$ cat config.mk
export PLATFORM = sky130hd
export DESIGN_NAME = mtime_counter_flat
export DESIGN_NICKNAME = d
export VERILOG_FILES = /design/src/rtl/mtime_counter_if.sv /design/src/rtl/mtime_counter.sv /design/src/flat_wrapper.sv
export SDC_FILE = /design/constraint.sdc
export NUM_CORES = 1
export LEC_CHECK = 0
export CORE_ASPECT_RATIO = 1.25
export CORE_MARGIN = 3
export CORE_UTILIZATION = 37
export DETAILED_ROUTE_END_ITERATION = 6
export GPL_TIMING_DRIVEN = 0
export PLACE_DENSITY = 0.65
export REMOVE_ABC_BUFFERS = 1
export SETUP_SLACK_MARGIN = 0.1
export SLEW_MARGIN = 20
export SYNTH_ARGS = -nofsm -noshare
export SYNTH_HDL_FRONTEND = slang
export SYNTH_SLANG_ARGS = --single-unit
$ cat constraint.sdc
create_clock -name clk -period 2.78 [get_ports clk]
set_input_delay 0.834 -clock clk [delete_from_list [all_inputs] [get_ports clk]]
set_output_delay 0.834 -clock clk [all_outputs]
set_load 0.05 [all_outputs]
$ cat src/rtl/mtime_counter_if.sv
// mtime_counter_if: peripheral bus bundle between a bus master and the mtime counter
interface mtime_counter_if;
    logic [31:0] mem_addr;
    logic [31:0] mem_wdata;
    logic [31:0] mem_rdata;
    logic        mem_we;
    logic        mem_re;
    modport master (output mem_addr, output mem_wdata, output mem_we, output mem_re, input mem_rdata);
    modport slave  (input mem_addr, input mem_wdata, input mem_we, input mem_re, output mem_rdata);
endinterface

$ cat src/rtl/mtime_counter.sv
// mtime_counter: 48-bit prescaled machine-time source with memory-mapped control.
// Optional MTIME_READ_LATCH_EN: a MTIME_LO read snapshots mtime[47:32] so a following
// MTIME_HI read is coherent across a low-word carry.
module mtime_counter #(
    parameter logic [31:0] COUNTER_BASE_ADDR = 32'h40003000,
    parameter logic        RESET_ENABLE      = 1'b1,
    parameter logic [15:0] PRESCALE_RESET    = 16'd0
) (
    input  logic               clk,
    input  logic               rst,
    mtime_counter_if.slave     bus,
    output logic [47:0]        mtime,
    output logic               mtime_tick
);
    logic [47:0] mtime_q, mtime_d;
    logic [15:0] ps_cnt_q, ps_cnt_d;
    logic [15:0] prescale_q, prescale_d;
    logic        en_q, en_d;
    logic        tick_q, tick_d;
    logic        sel, rd_sel;
    logic [3:0]  off;
    logic        wr_lo, wr_hi, wr_ctrl, wr_ps, clr, inc, mt_wr;
    logic [15:0] hi_rd;
    logic        unused;
`ifdef MTIME_READ_LATCH_EN
    logic [15:0] hi_latch_q, hi_latch_d;
`endif

    assign unused = &{1'b0, bus.mem_addr[7:4], bus.mem_wdata[31:16]};

    // address decode and write strobes for each register
    always_comb begin
        sel     = bus.mem_addr[31:8] == COUNTER_BASE_ADDR[31:8];
        off     = bus.mem_addr[3:0];
        rd_sel  = sel && bus.mem_re;
        wr_lo   = sel && bus.mem_we && off == 4'h0;
        wr_hi   = sel && bus.mem_we && off == 4'h4;
        wr_ctrl = sel && bus.mem_we && off == 4'h8;
        wr_ps   = sel && bus.mem_we && off == 4'hC;
        clr     = wr_ctrl && bus.mem_wdata[1];
        mt_wr   = wr_lo || wr_hi || clr;
        inc     = en_q && ps_cnt_q == prescale_q;
    end

    // next-state: bus writes and clear take priority over the prescaled increment
    always_comb begin
        mtime_d    = clr   ? 48'h0 :
                     wr_lo ? {mtime_q[47:32], bus.mem_wdata} :
                     wr_hi ? {bus.mem_wdata[15:0], mtime_q[31:0]} :
                     inc   ? mtime_q + 48'h1 : mtime_q;
        ps_cnt_d   = (mt_wr || wr_ps) ? 16'h0 :
                     !en_q            ? ps_cnt_q :
                     inc              ? 16'h0 : ps_cnt_q + 16'h1;
        tick_d     = inc && !mt_wr;
        en_d       = wr_ctrl ? bus.mem_wdata[0] : en_q;
        prescale_d = wr_ps ? bus.mem_wdata[15:0] : prescale_q;
    end

`ifdef MTIME_READ_LATCH_EN
    // snapshot the high word on a low-word read; any mtime rewrite invalidates it
    always_comb begin
        hi_latch_d = mt_wr                   ? 16'h0 :
                     (rd_sel && off == 4'h0) ? mtime_q[47:32] : hi_latch_q;
        hi_rd      = hi_latch_q;
    end
`else
    assign hi_rd = mtime_q[47:32];
`endif

    // register state; reset overrides any same-cycle bus write
    always_ff @(posedge clk) begin
        if (rst) begin
            mtime_q    <= 48'h0;
            ps_cnt_q   <= 16'h0;
            prescale_q <= PRESCALE_RESET;
            en_q       <= RESET_ENABLE;
            tick_q     <= 1'b0;
`ifdef MTIME_READ_LATCH_EN
            hi_latch_q <= 16'h0;
`endif
        end else begin
            mtime_q    <= mtime_d;
            ps_cnt_q   <= ps_cnt_d;
            prescale_q <= prescale_d;
            en_q       <= en_d;
            tick_q     <= tick_d;
`ifdef MTIME_READ_LATCH_EN
            hi_latch_q <= hi_latch_d;
`endif
        end
    end

    // combinational read mux; CLR always reads back as zero
    always_comb begin
        bus.mem_rdata = !rd_sel      ? 32'h0 :
                        off == 4'h0  ? mtime_q[31:0] :
                        off == 4'h4  ? {16'h0, hi_rd} :
                        off == 4'h8  ? {31'h0, en_q} :
                        off == 4'hC  ? {16'h0, prescale_q} : 32'h0;
    end

    assign mtime      = mtime_q;
    assign mtime_tick = tick_q;
endmodule
$ cat src/flat_wrapper.sv
// flat-port wrapper written by rule: the top's interface ports become plain ports
module mtime_counter_flat 
#(
    parameter logic [31:0] COUNTER_BASE_ADDR = 32'h40003000,
    parameter logic        RESET_ENABLE      = 1'b1,
    parameter logic [15:0] PRESCALE_RESET    = 16'd0
)
  (clk, rst, mtime, mtime_tick, bus_mem_addr, bus_mem_wdata, bus_mem_we, bus_mem_re, bus_mem_rdata);
  mtime_counter_if bus_i ();
  input  logic clk;
  input  logic rst;
  output logic [47:0] mtime;
  output logic mtime_tick;
  input wire logic [$bits(bus_i.mem_addr)-1:0] bus_mem_addr;
  input wire logic [$bits(bus_i.mem_wdata)-1:0] bus_mem_wdata;
  input wire logic [$bits(bus_i.mem_we)-1:0] bus_mem_we;
  input wire logic [$bits(bus_i.mem_re)-1:0] bus_mem_re;
  output wire logic [$bits(bus_i.mem_rdata)-1:0] bus_mem_rdata;
  assign bus_i.mem_addr = bus_mem_addr;
  assign bus_i.mem_wdata = bus_mem_wdata;
  assign bus_i.mem_we = bus_mem_we;
  assign bus_i.mem_re = bus_mem_re;
  assign bus_mem_rdata = bus_i.mem_rdata;
  mtime_counter #(.COUNTER_BASE_ADDR(COUNTER_BASE_ADDR), .RESET_ENABLE(RESET_ENABLE), .PRESCALE_RESET(PRESCALE_RESET)) u_core (.clk(clk), .rst(rst), .bus(bus_i), .mtime(mtime), .mtime_tick(mtime_tick));
endmodule
After elaboration in Yosys (flattened, before gate mapping)
Index checks and enable logic that the tools add are counted.

storage, ports and cells
  flip-flop bits (word level) = 82
  input bits = 68
  output and inout port bits = 81
  word-level logic and storage cells = 44

cells by class
  add/subtract/negate cells = 2
  equal/unequal tests = 6
  muxes and demuxes = 9
  bitwise gates (word level) = 1
  reductions and logical operators = 20

operators with widths
  cell                                                                     count
  32-bit two-way mux                                                       5
  48-bit two-way mux                                                       2
  48-bit by 1-bit adder with 48-bit output, second input constant          1
  16-bit two-way mux                                                       2
  24-bit by 23-bit == test with 1-bit output, second input constant        1
  16-bit by 1-bit adder with 16-bit output, second input constant          1
  16-bit == test                                                           1
  1-bit logical AND                                                        9
  4-bit == test, second input constant                                     2
  4-bit by 3-bit == test with 1-bit output, second input constant          1
  4-bit logical NOT                                                        1
  2-bit AND reduction                                                      2
  2-bit nonzero test                                                       2
  2-bit OR reduction                                                       2
  1-bit logical OR                                                         3
  2-bit by 1-bit inequality test with 1-bit output, second input constant  1
  1-bit logical NOT                                                        1
  1-bit inverter                                                           1

Longest topological paths before layout
  word-level depth = 7
  depth in mapped cells = 9
  depth with buffers taken out = 8

Least setup slack after synthesis
OpenSTA, ideal clock, no wires.

  path kind = input -> output
  start point = input port bus_mem_addr[2]
  end point = output port bus_mem_rdata[11]
  arrival = 3081 ps
  data required time = 1946 ps
  slack = -1135 ps
  stages on the path = 6
  path buffers = 2
  cell sequence = clkbuf_1 -> nand2_1 -> nor3_1 -> clkbuf_1 -> nand2_1 -> a211oi_1

between the ends
  word-level cells in the longest chain between the ends = 6
  elaborated cells between the ends (all ways) = 9
  classes of those cells = 3 x eq/ne; 5 x mux; 1 x reduce/logical

ends and longest elaborated chain
  element                 RTL line             RTL
  start, declared         flat_wrapper.sv:14   input wire logic [$bits(bus_i.mem_addr)-1:0] bus_mem_addr;
  4-bit == test           mtime_counter.sv:99  off == 4'hC ? {16'h0, prescale_q} : 32'h0;
  16-bit two-way mux      mtime_counter.sv:99
  32-bit two-way mux      mtime_counter.sv:98  off == 4'h8 ? {31'h0, en_q} :
  32-bit two-way mux      mtime_counter.sv:97  off == 4'h4 ? {16'h0, hi_rd} :
  32-bit two-way mux (*)  mtime_counter.sv:96  off == 4'h0 ? mtime_q[31:0] :
  32-bit two-way mux (*)  mtime_counter.sv:95  bus.mem_rdata = !rd_sel ? 32'h0 :
  end, declared           flat_wrapper.sv:18   output wire logic [$bits(bus_i.mem_rdata)-1:0] bus_mem_rdata;

Mark *: on every way between the ends. The rest lies on a longest branch, timed or not.

Worst setup path in the final report
  start point = input port bus_mem_addr[30]
  end point = output port bus_mem_rdata[6]

between the ends
  word-level cells in the longest chain between the ends = 3

ends and longest elaborated chain
  element                                     RTL line             RTL
  24-bit by 23-bit == test with 1-bit output  mtime_counter.sv:33  sel = bus.mem_addr[31:8] == COUNTER_BASE_ADDR[31:8];
  1-bit logical AND                           mtime_counter.sv:35  rd_sel = sel && bus.mem_re;
  32-bit two-way mux                          mtime_counter.sv:95

No other way between the ends.

==> metrics.csv <==
metric,value,unit
CP required,1950,ps
placement row count,46,
Yosys reg bits,82,
final WL,22000,µm
Layout Nets,912,
static leakage,0.00275,µW
top cell type by total area after synthesis,dfxtp_1,
critical path class,input port to output port,
internal power,2090,µW
sequential share of power,0.433,
YS warnings,0,
Slew @ Worst Pin,960,ps
initial antenna violation count,0,
switching share of total power,0.238,
CTS buffer count,9,
Fin. Hold Viols,0,
initial drt markers,535,
Reg2Reg Setup Slack,260,ps
Final Cycle Share,1.15,
DRC errors left,0,
PnR worst setup slack,-412,ps
Routability Congestion,0.930,
number of library cell types mapped by synthesis,50,
Die X,110,µm
status,finished with violations,
Max Cap Viol,0,
CTS Root Cell,clkbuf_16,
Via density,6.08,
vias in the first global route,5998,
fraction of layout cells with a size suffix above 1,0.257,
"Clk pin slew, worst setup/hold paths",60,ps
# IOs,149,
1st-pass router iterations,5,
largest net degree at the start of global routing,28,
P_sw,653,µW
asr flop ratio synth,0,
crit path DAT,2360,ps
FMAX,313,MHz
Slew Limit Fails,0,
ANT nets after route,0,
setup_tns,-10260,ps
CP Capture Type,output port,
clock latency on the worst-skew pair,340,ps
CP max FO,5,
Initial Util,0.386,
IO buf count,144,
sequential share of the synthesized area,0.328,
Routed wire per std cell,21.7,µm
"top cells by area, synth","dfxtp_1 (33%), xnor2_1 (8.1%), nand2_1 (6.2%), a21oi_1 (5.9%), nor2_1 (4.4%)",
Final Skew,5.90,ps
"EDFF count, synth",0,
Clock Path Buffers,2,
Hold WC Path Type,flip-flop to flip-flop,
min cycle time layout,3190,ps
Comb pwr share,0.101,
CTS Sinks,82,
top cell types by occurrence after synthesis,"nand2_1 (83), dfxtp_1 (82), a21oi_1 (59), nor2_1 (59), xnor2_1 (46)",
share of the synthesized area in the top cell type,0.328,
final number of setup-violating endpoints,45,
synthesized cell area,5000,µm²
synthesized instance count,675,
Core Area,12900,µm²
hold buffer count at cts,0,
CTS tree,done,
"Primary FF master, synth",dfxtp_1,
unrepaired setup endpoints after global routing,yes,
power density over the cells,342,nW/µm²
Syn Area/Cell,7.41,µm²
placed wire-length estimate,13900,µm
Startpoint Class,input port,
die outline height,136,µm
Layout area overhead,60.4,%
GRT Resource Usage Total,0.286,
clock power share,0.466,
Fin Hold WS,488,ps
CTS H-tree lvls,3,
vias,6168,
most numerous cell in the Yosys netlist,nand2_1,
worst rel slew slack,0.360,
die area,15000,µm²
failing checks,setup timing,
first-pass GRT wire length,32700,µm
ant diodes,0,
VDD IR max,0.000259,V
total global routing overflow,0,
[worst paths after layout]
kind,startpoint,endpoint,cells past startpoint
max,bus_mem_addr[30],bus_mem_rdata[6],7
min,u_core.prescale_q[8],u_core.prescale_q[8],2
max reg2reg,u_core.mtime[0],u_core.mtime[36],8
min reg2reg,u_core.prescale_q[8],u_core.prescale_q[8],2
[power groups by stage]
stage / registers, µW / logic (µW) / clock network [µW]
2_1_floorplan: 1230 / 47.8 / 0
3_3_place_gp: 1210 / 207 / 0
3_5_place_dp: 1210 / 215 / 0
4_1_cts: 1190 / 261 / 1280
5_1_grt: 1190 / 288 / 1350
6_report: 1190 / 276 / 1280
[sequential cells by signal, indices dropped and copies added, names as in the netlist]
name               count
u_core.prescale_q     16
u_core.en_q            1
u_core.ps_cnt_q       16
u_core.mtime_tick      1
u_core.mtime          48
[cells by family after synthesis]
kind of cell	share of synthesized area
flops	0.328
buf+inv	0.0460
simple gates	0.330
compound gates	0.185
fa+ha+maj	0.00500
xor+xnor	0.103
mux	0.00225
[critical path, cell delays in order]
cell	delay, ps
clkdlybuf4s15_1	180
nor4b_4	220
and4_4	310
buf_12	130
nand3_4	190
a211oi_4	280
buf_6	200
[per-layer routing]
| layer | part of all wire | track usage |
|---|---|---|
| met1 | 0.36 | 0.347 |
| met2 | 0.50 | 0.479 |
| met3 | 0.093 | 0.0480 |
| met4 | 0.048 | 0.148 |
| met5 | 0 | 0 |
[what timing repair did]
action | 4_1_cts | 5_1_grt
pin swaps | 36 | 17
resized for setup | 477 | 33
endpoints found under the setup margin | 114 | 91
cloned | 6 | 2
setup buffers | 30 | 14
[cell usage in the layout, fill, tap and decap left out, types with 7 or more instances in the layout]
cell	n
nand3_1	36
nor3_1	20
nand4_1	18
nor2_1	50
buf_8	14
buf_12	7
a211oi_4	7
and3_1	9
and2_4	11
xor2_1	13
nor4_1	8
clkbuf_16	10
nor3_4	15
xnor2_1	46
o21ai_0	42
o21ai_1	10
clkdlybuf4s50_1	82
buf_6	40
buf_2	11
a22oi_1	11
a211oi_1	8
inv_1	13
a21oi_1	58
nand2_1	75
dfxtp_1	80
buf_4	33
[through the flow]
stage	area [µm²]	worst slack, ps	std cells	util	total power (µW)
after floorplan	4820	-2040	631	-	1270
after global placement	6470	-4100	943	0.500	1420
after detailed placement	6550	-2840	947	0.506	1430
after CTS	7740	-373	999	0.597	2730
after global routing	8020	-461	1015	0.619	2820
final	8020	-412	1015	0.619	2750
[final cells by class]
class                           count  area [µm²]
Clock buffer                       11         233
Clock inverter                      5        78.8
Fill cell                        1080        4930
Inverter                           14        56.3
Multi-Input combinational cell    540        3780
Sequential cell                    82        1640
Tap cell                          168         210
Timing Repair Buffer              194        2010
Timing Repair inverter              1        5.00
Note: power is estimated with default switching activity, not from simulation.
